**src/rtl/cache_access_profiler.sv**
```systemverilog
// cache_access_profiler
//   Drives one address/read stream into NUM_CH cache instances in parallel,
//   samples every channel's l1_hit/l2_hit RESP_LAT+1 cycles after each read
//   strobe, and keeps saturating per-channel L1-hit / L2-hit / miss counters.
//
// Ports
//   clk, rst          clock (rising edge), asynchronous active-low reset
//   start, abort      launch a run (IDLE/DONE only) / terminate an active run
//   mode              0 random, 1/3 sequential stride, 2 working-set
//   num_acc           accesses per run
//   base_addr, stride, ws_mask   address generator configuration
//   addr, read        address and one-cycle read strobe to the caches
//   l1_hit, l2_hit    per-channel hit flags, sampled in SAMPLE
//   busy, done, acc_cnt          run status
//   stat_ch, stat_sel, stat_data counter readback (combinational)

// Per-channel hit/miss counters. An access lands in exactly one bucket:
// L1 takes priority over L2, otherwise it is a miss.
module cache_access_profiler_lane #(
    parameter int CNT_W = 32
) (
    input  logic             clk,
    input  logic             rst,
    input  logic             clr,
    input  logic             smp,
    input  logic             l1,
    input  logic             l2,
    output logic [CNT_W-1:0] l1_cnt,
    output logic [CNT_W-1:0] l2_cnt,
    output logic [CNT_W-1:0] miss_cnt
);
    always_ff @(posedge clk or negedge rst) begin
        if (!rst) begin
            l1_cnt   <= '0;
            l2_cnt   <= '0;
            miss_cnt <= '0;
        end else if (clr) begin
            l1_cnt   <= '0;
            l2_cnt   <= '0;
            miss_cnt <= '0;
        end else if (smp) begin
            // saturate at all-ones instead of wrapping
            if (l1) begin
                if (l1_cnt != '1) l1_cnt <= l1_cnt + CNT_W'(1);
            end else if (l2) begin
                if (l2_cnt != '1) l2_cnt <= l2_cnt + CNT_W'(1);
            end else begin
                if (miss_cnt != '1) miss_cnt <= miss_cnt + CNT_W'(1);
            end
        end
    end
endmodule

module cache_access_profiler #(
    parameter int          ADDR_W    = 11,
    parameter int          NUM_CH    = 3,
    parameter int          CNT_W     = 32,
    parameter int          RESP_LAT  = 1,
    parameter logic [15:0] LFSR_SEED = 16'hACE1,
    localparam int         CH_W      = (NUM_CH > 1) ? $clog2(NUM_CH) : 1
) (
    input  logic              clk,
    input  logic              rst,
    input  logic              start,
    input  logic              abort,
    input  logic [1:0]        mode,
    input  logic [CNT_W-1:0]  num_acc,
    input  logic [ADDR_W-1:0] base_addr,
    input  logic [ADDR_W-1:0] stride,
    input  logic [ADDR_W-1:0] ws_mask,
    output logic [ADDR_W-1:0] addr,
    output logic              read,
    input  logic [NUM_CH-1:0] l1_hit,
    input  logic [NUM_CH-1:0] l2_hit,
    output logic              busy,
    output logic              done,
    output logic [CNT_W-1:0]  acc_cnt,
    input  logic [CH_W-1:0]   stat_ch,
    input  logic [1:0]        stat_sel,
    output logic [CNT_W-1:0]  stat_data
);
    localparam logic [15:0] SEED = (LFSR_SEED == 16'h0) ? 16'h0001 : LFSR_SEED;
    localparam int          WC_W = (RESP_LAT > 1) ? $clog2(RESP_LAT) : 1;
    localparam logic [WC_W-1:0] WAIT_LAST = WC_W'(RESP_LAT - 1);

    typedef enum logic [2:0] {S_IDLE, S_ISSUE, S_WAIT, S_SAMPLE, S_DONE} state_t;

    typedef struct packed {
        logic [1:0]        mode;
        logic [CNT_W-1:0]  num_acc;
        logic [ADDR_W-1:0] base;
        logic [ADDR_W-1:0] stride;
        logic [ADDR_W-1:0] mask;
    } cfg_t;

    state_t            state;
    cfg_t              cfg;
    logic [15:0]       lfsr;
    logic [ADDR_W-1:0] seq_addr;   // base + k*stride for the next access
    logic [WC_W-1:0]   wait_cnt;

    logic [NUM_CH-1:0][CNT_W-1:0] l1_cnt, l2_cnt, miss_cnt;

    function automatic logic [15:0] lfsr_step(input logic [15:0] s);
        return s[0] ? ((s >> 1) ^ 16'hB400) : (s >> 1);
    endfunction

    // LFSR bits mapped onto the address bus; bits beyond 16 stay zero
    function automatic logic [ADDR_W-1:0] lfsr_addr(input logic [15:0] s);
        logic [ADDR_W-1:0] a;
        a = '0;
        for (int i = 0; i < ADDR_W && i < 16; i++) a[i] = s[i];
        return a;
    endfunction

    function automatic logic [ADDR_W-1:0] gen_addr(
        input logic [1:0]        m,
        input logic [15:0]       s,
        input logic [ADDR_W-1:0] sq,
        input logic [ADDR_W-1:0] b,
        input logic [ADDR_W-1:0] k
    );
        case (m)
            2'd0:    return lfsr_addr(s);
            2'd2:    return (lfsr_addr(s) & k) | (b & ~k);
            default: return sq;
        endcase
    endfunction

    logic start_ok, smp_en;
    assign start_ok = (state == S_IDLE || state == S_DONE) && start;
    // an abort landing on SAMPLE drops the in-flight access
    assign smp_en   = (state == S_SAMPLE) && !abort;

    always_ff @(posedge clk or negedge rst) begin
        if (!rst) begin
            state    <= S_IDLE;
            cfg      <= '0;
            lfsr     <= SEED;
            seq_addr <= '0;
            wait_cnt <= '0;
            addr     <= '0;
            read     <= 1'b0;
            busy     <= 1'b0;
            done     <= 1'b0;
            acc_cnt  <= '0;
        end else begin
            case (state)
                S_IDLE, S_DONE: begin
                    if (start) begin
                        cfg     <= '{mode, num_acc, base_addr, stride, ws_mask};
                        acc_cnt <= '0;
                        if (num_acc == '0) begin
                            state <= S_DONE;
                            lfsr  <= SEED;
                            done  <= 1'b1;
                            busy  <= 1'b0;
                        end else begin
                            // first access is issued straight from the start
                            // inputs so read rises in the cycle after start
                            state    <= S_ISSUE;
                            done     <= 1'b0;
                            busy     <= 1'b1;
                            read     <= 1'b1;
                            addr     <= gen_addr(mode, SEED, base_addr, base_addr, ws_mask);
                            lfsr     <= lfsr_step(SEED);
                            seq_addr <= base_addr + stride;
                        end
                    end
                end
                S_ISSUE: begin
                    read     <= 1'b0;
                    wait_cnt <= '0;
                    state    <= S_WAIT;
                    if (abort) begin
                        state <= S_DONE;
                        done  <= 1'b1;
                        busy  <= 1'b0;
                    end
                end
                S_WAIT: begin
                    if (abort) begin
                        state <= S_DONE;
                        done  <= 1'b1;
                        busy  <= 1'b0;
                    end else if (wait_cnt == WAIT_LAST) begin
                        state <= S_SAMPLE;
                    end else begin
                        wait_cnt <= wait_cnt + WC_W'(1);
                    end
                end
                S_SAMPLE: begin
                    if (abort) begin
                        state <= S_DONE;
                        done  <= 1'b1;
                        busy  <= 1'b0;
                    end else begin
                        acc_cnt <= acc_cnt + CNT_W'(1);
                        if (acc_cnt + CNT_W'(1) == cfg.num_acc) begin
                            state <= S_DONE;
                            done  <= 1'b1;
                            busy  <= 1'b0;
                        end else begin
                            state    <= S_ISSUE;
                            read     <= 1'b1;
                            addr     <= gen_addr(cfg.mode, lfsr, seq_addr, cfg.base, cfg.mask);
                            lfsr     <= lfsr_step(lfsr);
                            seq_addr <= seq_addr + cfg.stride;
                        end
                    end
                end
                default: state <= S_IDLE;
            endcase
        end
    end

    for (genvar c = 0; c < NUM_CH; c++) begin : g_lane
        cache_access_profiler_lane #(.CNT_W(CNT_W)) u_lane (
            .clk      (clk),
            .rst      (rst),
            .clr      (start_ok),
            .smp      (smp_en),
            .l1       (l1_hit[c]),
            .l2       (l2_hit[c]),
            .l1_cnt   (l1_cnt[c]),
            .l2_cnt   (l2_cnt[c]),
            .miss_cnt (miss_cnt[c])
        );
    end

    always_comb begin
        stat_data = '0;
        if (int'(stat_ch) < NUM_CH) begin
            case (stat_sel)
                2'd0:    stat_data = l1_cnt[stat_ch];
                2'd1:    stat_data = l2_cnt[stat_ch];
                2'd2:    stat_data = miss_cnt[stat_ch];
                default: stat_data = acc_cnt;
            endcase
        end
    end
endmodule
```
**config.mk**
```make
export PLATFORM = sky130hd
export DESIGN_NAME = cache_access_profiler
export DESIGN_NICKNAME = d
export VERILOG_FILES = /design/src/rtl/cache_access_profiler.sv
export SDC_FILE = /design/constraint.sdc
export NUM_CORES = 1
export LEC_CHECK = 0
export ABC_AREA = 1
export CELL_PAD_IN_SITES_DETAIL_PLACEMENT = 0
export CELL_PAD_IN_SITES_GLOBAL_PLACEMENT = 1
export CORE_ASPECT_RATIO = 0.8
export CORE_MARGIN = 5
export CORE_UTILIZATION = 48
export DETAILED_ROUTE_END_ITERATION = 10
export PLACE_DENSITY = 0.85
export SETUP_SLACK_MARGIN = 0.02
export SKIP_LAST_GASP = 1
export SLEW_MARGIN = 15
export SYNTH_ARGS = -nofsm -noshare
export SYNTH_HDL_FRONTEND = slang
export SYNTH_SLANG_ARGS = --single-unit
export TNS_END_PERCENT = 100
```
**constraint.sdc**
```tcl
create_clock -name clk -period 5.8 [get_ports clk]
set_clock_uncertainty 0.05 [all_clocks]
set_input_delay 0.87 -clock clk [delete_from_list [all_inputs] [get_ports clk]]
set_output_delay 0.87 -clock clk [all_outputs]
set_load 0.03 [all_outputs]
```
==> results.md, run 1 <==
- Status: finished clean
- DPL Wire Length: about 80000 um
- Final max-slew violation count: 0
- NumNets Final: ~4200
- Register Area: 10800 sq um
- Core area: 57900 sq um
- Port bufs: 158
- Tcrit/Tclk final: between 80% and 90%
- FP Rows: 79
- Startpoint Class: input port
- Final Instance Count excl. Fillers: 4920
- Largest net degree at the start of global routing: 132
- Post-CTS Hold Fix Bufs: 0
- Top cells by count, synth: nand2_1 (987), inv_1 (439), dfrtp_1 (423)
- First-pass GRT wire length: ~160000 um
- Filler Cells Inserted: approximately 5800
- Placed Cells: around 4800
- Total GRT Usage: 31.6%
- Setup CP Type: in2out
- Power, Total: 10.0 mW
- PnR worst setup slack: 0.813 ns
- Vias per Instance: 5.89
- CTS resizes: 0
- Area grow syn2layout: 13.9%
- Via Count: 28987
- RSZ-0062 raised after global routing: false
- EDFF count, synth: 0
- Max H-tree Level: 2
- Share of cells above drive strength 1: 4.53%
- Wire length on met1: 46800 um
- Reg clk slew, reported paths: 0.06 ns
- Synth async-reset ratio: 100%
- Wire length on met2: 43700 um
- Root buffer cell: clkbuf_16
- Bufs on Longest Clock Path: 3
- Die area: between 60000 and 70000 sq um
- Mapped Area: 28000 sq um
- GRT Residual Overflow: 0
- Synthesized flop and latch total: 431
- Starting Density: between 40 and 50%
- Post-synth cell types: 62
- Hold Vio Cnt, Final: 0
- Leak: 13.1 nW
- Top Layer Used: met4
- Worst-Margin Slew: 0.959 ns
- Chip width: roughly 280 um
- Met3 WL: 8730 um
- Crit-path max FO: 24
- Worst vdd rail ir drop: around 0.30 mV
- CTS tree: built
- Class of the worst hold path: in2async
- Synth top area share: 37.8%
- GPL Wtd Cong: 1.01
- Post-Route WL: 103000 um
- Pre-CTS WS: 0.916 ns
- Vias in the first global route: between 20000 and 30000
- Worst EP arrival: 4.07 ns
- Top cell type by total area after synthesis: dfrtp_1
- IO Pins: 159
- Slew headroom: 35.5%
- Max Cap Viol: 0
- Pre-antenna DRT Iters: 8
- Final setup TNS: 0 ns
- Clk_lat worst skew: 0.61 ns
- Antenna-violating nets left: 0
- Min Tclk post-route: ~5.0 ns
- CP Data Required Time: 4.88 ns
- Post-synthesis sequential area ratio: roughly two fifths
- Most instantiated library cell after synthesis: nand2_1
- CTS Buf Count: 49
- Cells after synthesis: 4023
- Hold WS: 0.209 ns
- Main area contributors after synthesis: dfrtp_1 (38%), nand2_1 (13%), o21ai_0 (7.2%)
- Initial DRC count: 3615
- Chip Height: roughly 230 um
- DR WL/cell: around 21 um
- Nature of the critical path endpoint: output pin
- Yosys warnings: 0
- Synth Flop Type: dfrtp_1
- Syn avg cell area: between 6 and 7 sq um
- Syn nets: 4136
- Fmax: 0.201 GHz
- TritonCTS Sinks: 431
- PD cells: 314 nW/um^2
- Initial antenna violation count: 1
- Setup Buffers After CTS: 0
- Drt drc: 0
- Final setup violation count: 0
- Ant. Diodes: 0
- Area of the multi-input gates: 14900 sq um
cells by family after synthesis:
logic type,after synthesis,synth area share (%)
compound gates,942,19.1
xor+xnor,66,2.12
fa+ha+maj,32,1.48
buf+inv,603,8.26
flops,431,38.6
mux,1,0.0358
simple gates,1948,30.5
placed cells by master, fill, tap and decap left out, drive strengths merged, types with 73 or more instances in the layout:
cell and count:
nand3 198, a21oi 284, o21ai 423, dfrtp 423, clkbuf 73, nor3 162, nor2 383, nand4 116
clkdlybuf4s50 156, nand2 996, inv 450
per-layer routing:
layer,global-route usage (%),vias up
met5,0,-
li1,-,13816
met4,9.92,0
met2,46.4,1229
met1,48.0,13769
met3,4.88,173
where the power goes:
part           internal (mW)  switching (mW)
Clock                   1.90            1.34
Sequential              3.43           0.365
Combinational          0.890            2.10
worst max-delay path: stages:
cell	delay, ns
clkdlybuf4s50_1	0.69
nor2_1	0.56
inv_1	0.47
o21ai_0	0.30
a221o_1	0.18
o221ai_1	0.10
inv_1	0.17
clkdlybuf4s50_1	0.69
state kept, by name, indices dropped and copies added, names as in the netlist:
name / flops
acc_cnt: 32
cfg: 67
state: 3
g_lane.u_lane.miss_cnt: 96
busy: 1
addr: 11
g_lane.u_lane.l2_cnt: 96
read: 1
g_lane.u_lane.l1_cnt: 96
seq_addr: 11
lfsr: 16
done: 1
stage by stage:
stage,util (%),area (sq um)
2_1_floorplan,-,28000
3_3_place_gp,52.2,30200
3_5_place_dp,52.2,30200
4_1_cts,55.0,31900
5_1_grt,55.0,31900
6_report,55.0,31900
path summary, 6_finish.rpt:
kind | from | depth (start not counted) | end | slack [ns]
worst max-delay path | stat_ch[0] | 8 | stat_data[1] | 0.81
worst min-delay path | rst | 1 | g_lane[2].u_lane.miss_cnt[11]$_DFFE_PN0P_ | 0.21
worst max register to register | acc_cnt[0]$_DFFE_PN0P_ | 15 | addr[7]$_DFFE_PN0P_ | 2.07
worst min register to register | read$_DFFE_PN0P_ | 2 | read$_DFFE_PN0P_ | 0.42
max in group asynchronous | rst | 2 | g_lane[1].u_lane.l2_cnt[6]$_DFFE_PN0P_ | 4.14
min in group clk | read$_DFFE_PN0P_ | 2 | read$_DFFE_PN0P_ | 0.42
area by class of cell:
cell class | count | area share [%]
flip-flops and latches | 431 | 33.9
multi-input cells | 2989 | 46.7
inverters | 452 | 5.34
clock inverters | 15 | 0.609
well taps | 769 | 3.02
repair buffers | 191 | 5.90
clock buffers | 73 | 4.54
(Power assumes the default switching activity.)
==> run 2: changes to the inputs <==
--- a/config.mk
+++ b/config.mk
@@ -9,5 +9,4 @@
 export CELL_PAD_IN_SITES_DETAIL_PLACEMENT = 0
 export CELL_PAD_IN_SITES_GLOBAL_PLACEMENT = 1
-export CORE_ASPECT_RATIO = 0.8
 export CORE_MARGIN = 5
 export CORE_UTILIZATION = 48
--- a/constraint.sdc
+++ b/constraint.sdc
@@ -3,3 +3,3 @@
 set_input_delay 0.87 -clock clk [delete_from_list [all_inputs] [get_ports clk]]
 set_output_delay 0.87 -clock clk [all_outputs]
-set_load 0.03 [all_outputs]
+set_load 0.05 [all_outputs]
==> run 2 against run 1 <==
  * Maximum frequency increased by 0.59%
  * Sequential power about the same
  * Critical path type unchanged
  * Power increased by 1.7%
  * Sequential share of layout area about the same
  * Clock power increased by 2%
  * Combinational power increased by 4%
  * Register-to-register slack got worse by 0.03 ns
  * First-iteration DRC count decreased by 12%
==> results.md, run 2 (synthesis gave the netlist of run 1 again) <==
- Final setup TNS: 0 ns (unchanged)
- Chip Height: 251 um (was 226 um)
- GRT Residual Overflow: 0 (unchanged)
- Share of cells above drive strength 1: 4.69% (was 4.53%)
- Startpoint Class: input port (unchanged)
- Setup CP Type: in2out (unchanged)
- First-pass GRT wire length: 165000 um (was 158000 um)
- DPL Wire Length: 82700 um (was 77800 um)
- Power, Total: 10.2 mW (was 10.0 mW)
- Crit-path max FO: 35 (was 24)
- Status: finished clean (unchanged)
- Port bufs: 158 (unchanged)
- Min Tclk post-route: 4.96 ns (was 4.99 ns)
- Setup Buffers After CTS: 0 (unchanged)
- Core area: 57700 sq um (was 57900 sq um)
- Drt drc: 0 (unchanged)
- Sequential share of power: 37.0% (was 37.9%)
- Leak: 13.2 nW (was 13.1 nW)
- Initial antenna violation count: 6 (was 1)
- Worst-Margin Slew: 0.997 ns (was 0.959 ns)
- Root buffer cell: clkbuf_16 (unchanged)
- CP Data Required Time: 4.88 ns (about the same)
- Post-Route WL: 109000 um (was 103000 um)
- Most common cell after layout, fill and taps aside: nand2_1 (unchanged)
- Vias in the first global route: 26753 (was 26065)
- DR WL/cell: 22.1 um (was 20.9 um)
- Commonest cells after routing, fill and taps aside: nand2_1 (984), inv_1 (437), dfrtp_1 (423), o21ai_0 (403), nor2_1 (361) (unchanged)
- Nature of the critical path endpoint: output pin (unchanged)
- PD cells: 319 nW/um^2 (was 314 nW/um^2)
- Hold WS: 0.184 ns (was 0.209 ns)
- Die area: 63200 sq um (about the same)
- FP Rows: 88 (was 79)
- Total GRT Usage: 33.2% (was 31.6%)
- Max H-tree Level: 2 (unchanged)
- IO Pins: 159 (unchanged)
- NumNets Final: 4229 (was 4227)
- Post-CTS Hold Fix Bufs: 0 (unchanged)
- Bufs on Longest Clock Path: 3 (unchanged)
- Worst EP arrival: 4.04 ns (was 4.07 ns)
- Worst vdd rail ir drop: 0.311 mV (was 0.303 mV)
- Slew headroom: 33.4% (was 35.5%)
- Class of the worst hold path: in2async (unchanged)
- Chip width: 251 um (was 280 um)
- Via Count: 28944 (was 28987)
- Pre-antenna DRT Iters: 6 (was 8)
- Largest net degree at the start of global routing: 136 (was 132)
- Largest regs: g_lane.u_lane.l1_cnt: 96 flops, g_lane.u_lane.l2_cnt: 96 flops, g_lane.u_lane.miss_cnt: 96 flops (unchanged)
- Hold Vio Cnt, Final: 0 (unchanged)
- GPL Wtd Cong: 1.03 (was 1.01)
- Reg clk slew, reported paths: 0.06 ns (about the same)
- Ant. Diodes: 0 (unchanged)
- Starting Density: 48.5% (was 48.3%)
- CTS tree: built (unchanged)
- RSZ-0062 raised after global routing: false (unchanged)
- Switch Pwr: 3.94 mW (was 3.80 mW)
- Clock share of power: 32.4% (was 32.3%)
- Final max-slew violation count: 0 (unchanged)
- TritonCTS Sinks: 431 (unchanged)
- Placed inst area: 30200 sq um (unchanged)
- Tcrit/Tclk final: 85.5% (was 86.0%)
- Final setup violation count: 0 (unchanged)
- Antenna-violating nets left: 0 (unchanged)
- Area grow syn2layout: 14.0% (was 13.9%)
- Net Sw Frac: 38.6% (was 38.0%)
- Initial DRC count: 3182 (was 3615)
- CTS resizes: 0 (unchanged)
- Clk_lat worst skew: 0.62 ns (was 0.61 ns)
- Vias per Instance: 5.88 (was 5.89)
- CTS Buf Count: 50 (was 49)
- Cell area after layout: 31900 sq um (about the same)
- Logic pwr share: 30.6% (was 29.8%)
- Fmax: 0.202 GHz (was 0.201 GHz)
- Int Power: 6.26 mW (was 6.21 mW)
- Max Cap Viol: 0 (unchanged)
## run 2: changes by cell type in the layout (fill, tap and decap cells not counted)
cell	before	now
inv_6	3	1
clkinv_4	1	0
buf_12	4	5
clkdlybuf4s50_1	156	150
clkinv_2	5	10
bufinv_16	4	5
buf_4	29	35
clkbuf_8	13	7
clkinvlp_4	3	2
clkinv_8	0	2
clkbuf_16	49	51
clkbuf_1	11	15
## run 2: worst paths after layout
kind | depth (start not counted) | start | slack, ns | end
max | 9 | stat_sel[0] | 0.84 | stat_data[1]
max reg2reg | 15 | acc_cnt[0]$_DFFE_PN0P_ | 2.04 | addr[6]$_DFFE_PN0P_
min in group clk | 2 | addr[5]$_DFFE_PN0P_ | 0.42 | addr[5]$_DFFE_PN0P_
min reg2reg | 2 | addr[5]$_DFFE_PN0P_ | 0.42 | addr[5]$_DFFE_PN0P_
max in group asynchronous | 2 | rst | 4.29 | acc_cnt[19]$_DFFE_PN0P_
min | 1 | rst | 0.18 | g_lane[2].u_lane.l2_cnt[31]$_DFFE_PN0P_
## run 2: critical path, cell delays in order
cell and delay (ns):
clkdlybuf4s50_1 0.58, inv_1 0.11, nand2_2 0.37, buf_12 0.27, o22ai_1 0.12, a221o_1 0.39, o221ai_1 0.48, inv_1 0.10
clkdlybuf4s50_1 0.72
## run 2: layer usage
layer | wire, um | global-route usage (%) | up-vias
met2 | 47700 | 50.7 | 1141
met3 | 9270 | 6.34 | 203
met5 | 0 | 0 | -
met1 | 46800 | 47.2 | 13781
li1 | - | - | 13819
met4 | 4830 | 12.9 | 0
## run 2: cell type report
| class | count | area [sq um] |
|---|---|---|
| Clock buffer | 73 | 1430 |
| Clock inverter | 19 | 248 |
| Fill cell | 5785 | 25800 |
| Inverter | 452 | 1700 |
| Multi-Input combinational cell | 2989 | 14900 |
| Sequential cell | 431 | 10800 |
| Tap cell | 765 | 957 |
| Timing Repair Buffer | 192 | 1880 |
## run 2: through the flow
step	instances	setup WS, ns	utilization [%]
finish	4921	0.842	55.3
global route	4921	0.722	55.3
CTS	4921	0.943	55.3
detailed placement	4829	0.950	52.4
global placement	4829	0.967	52.4
floorplan	4023	1.98	-
## run 2: power groups by stage
stage	clock, mW	sequential (mW)	combinational (mW)
3_3_place_gp	0	3.81	3.07
6_report	3.30	3.77	3.12
5_1_grt	3.47	3.82	3.43
4_1_cts	3.34	3.77	3.10
3_5_place_dp	0	3.81	3.09
2_1_floorplan	0	3.86	1.96
